**config.mk**
```make
export PLATFORM = sky130hd
export DESIGN_NAME = fifo_chain
export DESIGN_NICKNAME = d
export VERILOG_FILES = /design/src/rtl/fifo_chain.sv
export SDC_FILE = /design/constraint.sdc
export NUM_CORES = 1
export LEC_CHECK = 0
export ABC_AREA = 0
export BUFFER_PORTS_ARGS = -buffer_cell sky130_fd_sc_hd__buf_2
export CAP_MARGIN = 10
export CORE_MARGIN = 10
export CORE_UTILIZATION = 45
export CTS_BUF_LIST = sky130_fd_sc_hd__clkbuf_8
export CTS_CLUSTER_SIZE = 8
export DETAILED_ROUTE_END_ITERATION = 12
export PLACE_DENSITY = 0.65
export SLEW_MARGIN = 0
export SYNTH_ARGS = -nofsm -noshare
export SYNTH_HDL_FRONTEND = slang
export SYNTH_SLANG_ARGS = --single-unit
```
**constraint.sdc**
```tcl
create_clock -name clk -period 2.7 [get_ports clk]
set_input_delay 0.675 -clock clk [delete_from_list [all_inputs] [get_ports clk]]
set_output_delay 0.675 -clock clk [all_outputs]
set_load 0.1 [all_outputs]
```
**src/rtl/fifo_chain.sv**
```systemverilog
// fifo_chain: DEPTH x WIDTH shift-out FIFO with per-element used flags.
// Optional sticky error flags via `define FIFO_CHAIN_ERR_FLAGS_EN.
module fifo_chain #(
  parameter int WIDTH       = 8,
  parameter int DEPTH       = 4,
  parameter int AFULL_LEVEL = DEPTH - 1,
  localparam int CW         = $clog2(DEPTH + 1)
) (
  input  logic             clk,
  input  logic             reset_n,
  input  logic [WIDTH-1:0] d_in,
  input  logic             d_in_strobe,
  output logic             in_ready,
  output logic [WIDTH-1:0] q,
  output logic             q_valid,
  input  logic             q_strobe,
  output logic [DEPTH-1:0] used,
`ifdef FIFO_CHAIN_ERR_FLAGS_EN
  input  logic             err_clear,
  output logic             overflow,
  output logic             underflow,
`endif
  output logic [CW-1:0]    count,
  output logic             empty,
  output logic             full,
  output logic             almost_full
);

  logic [WIDTH-1:0] mem     [DEPTH];
  logic [WIDTH-1:0] shifted [DEPTH];
  logic [WIDTH-1:0] mem_n   [DEPTH];
  logic [DEPTH-1:0] used_n;
  logic [CW-1:0]    count_n;
  logic [CW-1:0]    wr_idx;
  logic             pop_ok;
  logic             push_ok;

  assign empty       = (count == '0);
  assign full        = (count == CW'(DEPTH));
  assign almost_full = (count >= CW'(AFULL_LEVEL));
  assign in_ready    = ~full | q_strobe;
  assign q           = mem[0];
  assign q_valid     = used[0];

  assign pop_ok  = q_strobe & ~empty;
  assign push_ok = d_in_strobe & (~full | pop_ok);

  // Push lands at the first free slot after any shift this cycle
  assign wr_idx  = pop_ok ? count - CW'(1) : count;

  always_comb begin
    count_n = count;
    unique case (1'b1)
      push_ok & ~pop_ok: count_n = count + CW'(1);
      pop_ok & ~push_ok: count_n = count - CW'(1);
      default:           count_n = count;
    endcase
  end

  always_comb begin
    for (int i = 0; i < DEPTH - 1; i++) begin
      shifted[i] = mem[i+1];
    end
    shifted[DEPTH-1] = mem[DEPTH-1];
  end

  // Only occupied elements shift; the vacated top keeps stale data
  always_comb begin
    for (int i = 0; i < DEPTH; i++) begin
      mem_n[i] = mem[i];
      if (pop_ok && (CW'(i + 1) < count)) begin
        mem_n[i] = shifted[i];
      end
      if (push_ok && (CW'(i) == wr_idx)) begin
        mem_n[i] = d_in;
      end
    end
  end

  always_comb begin
    for (int i = 0; i < DEPTH; i++) begin
      used_n[i] = (CW'(i) < count_n);
    end
  end

  always_ff @(posedge clk or negedge reset_n) begin
    if (!reset_n) begin
      for (int i = 0; i < DEPTH; i++) begin
        mem[i] <= '0;
      end
      used  <= '0;
      count <= '0;
    end else begin
      for (int i = 0; i < DEPTH; i++) begin
        mem[i] <= mem_n[i];
      end
      used  <= used_n;
      count <= count_n;
    end
  end

`ifdef FIFO_CHAIN_ERR_FLAGS_EN
  logic ovf_ev;
  logic udf_ev;

  assign ovf_ev = d_in_strobe & ~push_ok;
  assign udf_ev = q_strobe & empty;

  // A fresh error wins over a clear in the same cycle
  always_ff @(posedge clk or negedge reset_n) begin
    if (!reset_n) begin
      overflow  <= 1'b0;
      underflow <= 1'b0;
    end else begin
      overflow  <= ovf_ev | (overflow & ~err_clear);
      underflow <= udf_ev | (underflow & ~err_clear);
    end
  end
`endif

endmodule

```
==> results of run 1 <==
==> stage by stage <==
step | hold WS [ns] | instances | TNS [ns] | cell area, um2
final | 0.363 | 293 | 0 | 2640
after global routing | 0.401 | 293 | 0 | 2640
after CTS | 0.385 | 293 | 0 | 2640
after detailed placement | 0.494 | 285 | 0 | 2500
after global placement | 0.498 | 285 | 0 | 2500
after floorplan | 0.379 | 197 | -0.826 | 2330
==> worst max-delay path, delay by kind of cell (launching register included) <==
family	cells	cell delay (ns)
flip-flops	1	0.50
AND/OR/NAND/NOR	1	0.29
adder cells (fa/ha/maj)	1	0.22
buffers and inverters	3	0.61
==> sequential cells by signal (all words and copies together) (netlist names) <==
signal	cells
q	8
mem	24
used	3
count	3
==> timing repair <==
action / 4_1_cts / 5_1_grt
hold buffers: 0 / 0
setup endpoints to repair: 0 / 1
resized for setup: 0 / 1
buffers inserted: 0 / 0
==> final cells by class <==
cell class,instances,area (um2)
well taps,67,83.8
flip-flops and latches,38,958
inverters,21,93.8
clock inverters,2,60.1
repair buffers,40,240
multi-input cells,119,1120
fillers,460,2170
clock buffers,6,82.6
==> metal layers <==
layer	global-route usage (%)	vias to the layer above
met1	15.3	756
met3	2.47	6
met2	19.2	27
li1	-	746
met5	0	-
met4	3.79	0
==> placed cells by master, fill, tap and decap left out, types with 2 or more instances in the layout <==
master	instances
mux2_4	8
dfrtp_1	36
o211a_1	8
inv_1	17
dfrtp_4	2
nand3b_1	8
clkbuf_8	6
mux2i_1	33
nand2_1	4
bufinv_16	2
nor2_1	3
a211oi_2	2
a31oi_1	8
a21oi_2	3
nand2b_1	2
o21ai_4	2
nand2_2	2
buf_4	9
ha_1	4
buf_2	29
nor3_1	2
clkinvlp_4	2
o21ai_0	9
a21oi_1	3
==> cells by family after synthesis <==
kind of cell / count (synthesis)
buffers and inverters: 40
adder cells (fa/ha/maj): 6
multiplexers: 41
AO/OA/AOI/OAI: 43
flip-flops: 38
AND/OR/NAND/NOR: 29
==> path summary, 6_finish.rpt <==
check	to	slack (ns)	cells after the start
hold / removal	q[2]	0.36	1
setup reg to reg	used[2]	0.25	8
setup / recovery	empty	0.12	5
max in group asynchronous	mem[19]	1.71	2
min in group clk	mem[4]	0.51	1
hold reg to reg	mem[4]	0.51	1
==> impl_metrics.py, run 1 <==
metrics = {
    "floorplanning": {
        "die-area_mm2": 0.00829,
        "start_util_pct": 47.2,
        "row_count": 25,
        "die_x_um": 91.1,
        "fp.dieH_um": 91.1,
        "boundaryPins": 32,
        "core_region_area_mm2": 0.00482,
    },
    "clock_network": {
        "cts_root_buffer": "clkbuf_8",
        "htreeDepth": 2,
        "clockBufferDepth": 2,
        "cts.clk_slew.worst_paths_ns": 0.09,
        "cts.sinks": 38,
        "cts_inserted_buffers": 5,
        "insertion_delay_ns": 0.30,
        "cts_tree": "done",
    },
    "logic_synthesis": {
        "synth_top_family_by_area": "multiplexers",
        "synth_async_sr_flop_share_pct": 100,
        "ys_ff_latch": 38,
        "synth_area_mm2": 0.00227,
        "yosysSeqAreaShare_pct": 41.8,
        "syn_inst": 197,
        "synth-warning-count": 0,
        "post-synth-top-count-cell": "dfrtp_1",
        "synthMuxAreaShare_pct": 19.8,
        "yosys-top-cells-area": "dfrtp_1 42%, mux2i_1 15%, mux2_4 5.3%",
        "synthXorXnorAreaFrac_pct": 0,
        "ys.flop_type": "dfrtp_1",
        "synth_top_area_share_pct": 41.8,
        "yosys.area.top_type": "dfrtp_1",
        "synth_compound_area_share_pct": 16.8,
        "synth_adder_area_share_pct": 3.30,
        "synthesis.nets": 215,
        "synthSimpleGateAreaFrac_pct": 8.09,
        "yosys-top-cells-count": "38 x dfrtp_1, 33 x mux2i_1, 19 x inv_1, 11 x buf_4, 9 x o21ai_0",
        "synth_edf_count": 0,
        "synth.distinct_cells": 40,
        "avgSynthCellArea_um2": 11.5,
    },
    "drt": {
        "final_antenna_net_count": 0,
        "wl_met3_um": 126,
        "wl_met2_um": 2300,
        "topRoutingLayerUsed": "met4",
        "dr.pass1.iters": 4,
        "drt_wl_total_um": 4740,
        "vias": 1535,
        "drt-initial-drc-count": 53,
        "met1_length_um": 2270,
        "viasPerCell": 5.24,
        "drc": 0,
        "avgRoutedWirePerCell_um": 16.2,
    },
    "status": {
        "status": "finished, final reports clean",
    },
    "sta": {
        "max_freq_mhz": 388,
        "fin_crit_ns": 2.58,
        "relSlewSlack_pct": 61.8,
        "final.period_utilization_pct": 95.5,
        "rsz0062_at_grt": "false",
        "drv_slew": 0,
        "setup_viol": 0,
        "setup_ws_ns": 0.121,
        "worstMarginPinSlew_ns": 0.573,
        "finalHoldViolCount": 0,
        "skew_ns": 0.0194,
    },
    "global_routing": {
        "grt_usage_pct": 11.8,
        "grt_overflow": 0,
        "antenna_found_initial": 0,
        "grt_pass1_wl_um": 8130,
        "grt_pass1_vias": 1639,
        "grt_start_max_net_pins": 26,
    },
    "setup_path": {
        "cp.required_ns": 2.03,
        "startpoint": "count[0]",
        "critPathKind": "flip-flop to output port",
        "path_cells": "clkinvlp_4 > ha_4 > nand2b_1 > clkinv_4 > clkbuf_4",
        "cpPeakStageDelay_ns": 0.50,
        "cp-end-kind": "output port",
        "cp.arrival_ns": 1.90,
        "start_kind": "flip-flop",
        "worst-path-max-fanout": 11,
        "r2r_start": "count[0]",
        "cpMaxStageDelayCell": "dfrtp_4",
    },
    "placed_design": {
        "place_ws_ns": 0.274,
        "place_hpwl_um": 3500,
        "gp_congestion": 0.802,
        "numPortBuffers": 31,
    },
    "cells_and_area": {
        "antennaDiodeCount": 0,
        "synthToLayoutAreaGrowth_pct": 16.3,
        "drive_gt1_share_pct": 36.7,
        "nNetsFinal": 243,
        "utilization_pct": 54.9,
    },
    "flow_run": {
        "timing.max_cap.violations": 0,
    },
    "hold_path": {
        "hold_path_class": "input pin to asynchronous set/reset pin",
    },
}
Power of run 1 is left out: the tool's default activity adds up to more than one toggle a clock period on the data nets, which glitch-free logic cannot reach.
==> run 2: changes to the inputs <==
Settings changed: CORE_MARGIN 10 to 1.
==> impl_metrics.py, run 2 (same netlist as run 1, synthesis figures left out) <==
metrics = {
    "cells_and_area": {
        "n_fill_cell": 436,
        "antennaDiodeCount": 0,
        "synthToLayoutAreaGrowth_pct": 13.9,
        "drive_gt1_share_pct": 35.6,
        "top_register": "mem",
        "nNetsFinal": 242,
        "largest_register_ffs": 24,
        "final_cell_mix": "36 x dfrtp_1, 33 x mux2i_1, 29 x buf_2",
        "final_common_cell": "dfrtp_1",
    },
    "clock_network": {
        "post_cts_buffers": 0,
        "cts.sinks": 38,
        "insertion_delay_ns": 0.29,
        "cts_tree": "done",
        "htreeDepth": 2,
        "cts_root_buffer": "clkbuf_8",
        "cts_inserted_buffers": 5,
        "cts.clk_slew.worst_paths_ns": 0.07,
        "clockBufferDepth": 2,
    },
    "sta": {
        "max_freq_mhz": 400,
        "fin_crit_ns": 2.50,
        "setup_viol": 0,
        "relSlewSlack_pct": 66.8,
        "skew_ns": 0.00247,
        "fin_tns_setup_ns": 0,
        "final.period_utilization_pct": 92.5,
        "drv_slew": 0,
        "finalHoldViolCount": 0,
        "rsz0062_at_grt": "false",
        "worstMarginPinSlew_ns": 0.498,
    },
    "drt": {
        "drt_wl_total_um": 4630,
        "drc": 0,
        "drt-initial-drc-count": 82,
        "final_antenna_net_count": 0,
        "vias": 1511,
        "dr.pass1.iters": 4,
        "viasPerCell": 5.17,
        "avgRoutedWirePerCell_um": 15.9,
    },
    "flow_run": {
        "timing.max_cap.violations": 0,
    },
    "floorplanning": {
        "row_count": 25,
        "boundaryPins": 32,
        "die-area_mm2": 0.00534,
        "fp.dieH_um": 73.1,
        "core_region_area_mm2": 0.00479,
        "die_x_um": 73.1,
        "start_util_pct": 47.5,
    },
    "global_routing": {
        "busiest_layer": "met2",
        "grt_pass1_vias": 1489,
        "grt_start_max_net_pins": 29,
        "use_met2_pct": 29.4,
        "grt_usage_pct": 19.7,
        "grt_pass1_wl_um": 7760,
        "grt_use_met1_pct": 27.9,
        "grt.met3_usage_pct": 5.66,
        "grt_overflow": 0,
        "antenna_found_initial": 0,
    },
    "setup_path": {
        "path_cells": "inv_1 > ha_4 > nand2_2 > clkinvlp_4 > buf_2",
        "cp.arrival_ns": 1.82,
        "cpPeakStageDelay_ns": 0.52,
        "worst-path-max-fanout": 7,
        "cp-end-kind": "output port",
        "critPathKind": "flip-flop to output port",
        "start_kind": "flip-flop",
        "cp.required_ns": 2.03,
        "critical-path-top-delay-family": "buffers and inverters",
        "path_buf_inv": 3,
        "cpMaxStageDelayCell": "dfrtp_4",
    },
    "status": {
        "status": "finished, final reports clean",
    },
    "placed_design": {
        "numPortBuffers": 31,
        "gp_congestion": 0.906,
        "place_hpwl_um": 3210,
    },
    "hold_path": {
        "hold_path_class": "input pin to asynchronous set/reset pin",
    },
}
## run 2: cell count changes in the layout (fill, tap and decap cells not counted), sizes merged
| cell | change |
|---|---|
| inv | +3 |
| clkbuf | -2 |
| bufinv | -2 |
## run 2: layout make-up
cell class	count	area (um2)	area share (%)
Inverter	21	93.8	3.62
Tap cell	67	83.8	3.24
Timing Repair Buffer	39	245	9.47
Sequential cell	38	958	37.0
Clock inverter	3	11.3	0.435
Clock buffer	5	68.8	2.66
Multi-Input combinational cell	119	1130	43.5
## run 2: worst register-to-register path, stage by stage, from the launching register on
cell	delay [ns]
dfrtp_4	0.50
clkinvlp_4	0.18
ha_4	0.23
nand2b_2	0.20
nand2_1	0.12
ha_1	0.38
a221o_1	0.30
a21oi_2	0.19
nand3_1	0.10
## run 2: path summary, 6_finish.rpt
check	slack (ns)	start	endpoint	cells after the start
worst max-delay path	0.20	count[1]	full	5
worst min-delay path	0.24	reset_n	mem[12]	1
worst max register to register	0.38	count[0]	used[0]	8
worst min register to register	0.51	mem[0]	mem[0]	1
max in group asynchronous	1.83	reset_n	mem[10]	2
min in group clk	0.51	mem[0]	mem[0]	1
## run 2: metal layers
metal,part of all wire [%],routed length (um)
met4,1.0,47
met3,5.4,252
met2,45,2100
met5,0,0
met1,48,2230
## run 2: timing repair
action	in CTS	in global routing
pin swaps	0	0
gates resized for setup	1	1
hold buffers	0	0
endpoints found under the setup margin	1	1
## run 2: per-stage QoR
step           area, um2  cells  setup slack [ns]  hold slack (ns)  utilization (%)
2_1_floorplan       2330    197            -0.204            0.379                -
3_3_place_gp        2500    284             0.327            0.502             52.3
3_5_place_dp        2500    284             0.221            0.495             52.3
4_1_cts             2590    292            0.0800            0.237             54.0
5_1_grt             2590    292             0.122            0.250             54.1
6_report            2590    292             0.202            0.238             54.1
Power of run 2 is left out for the same reason.
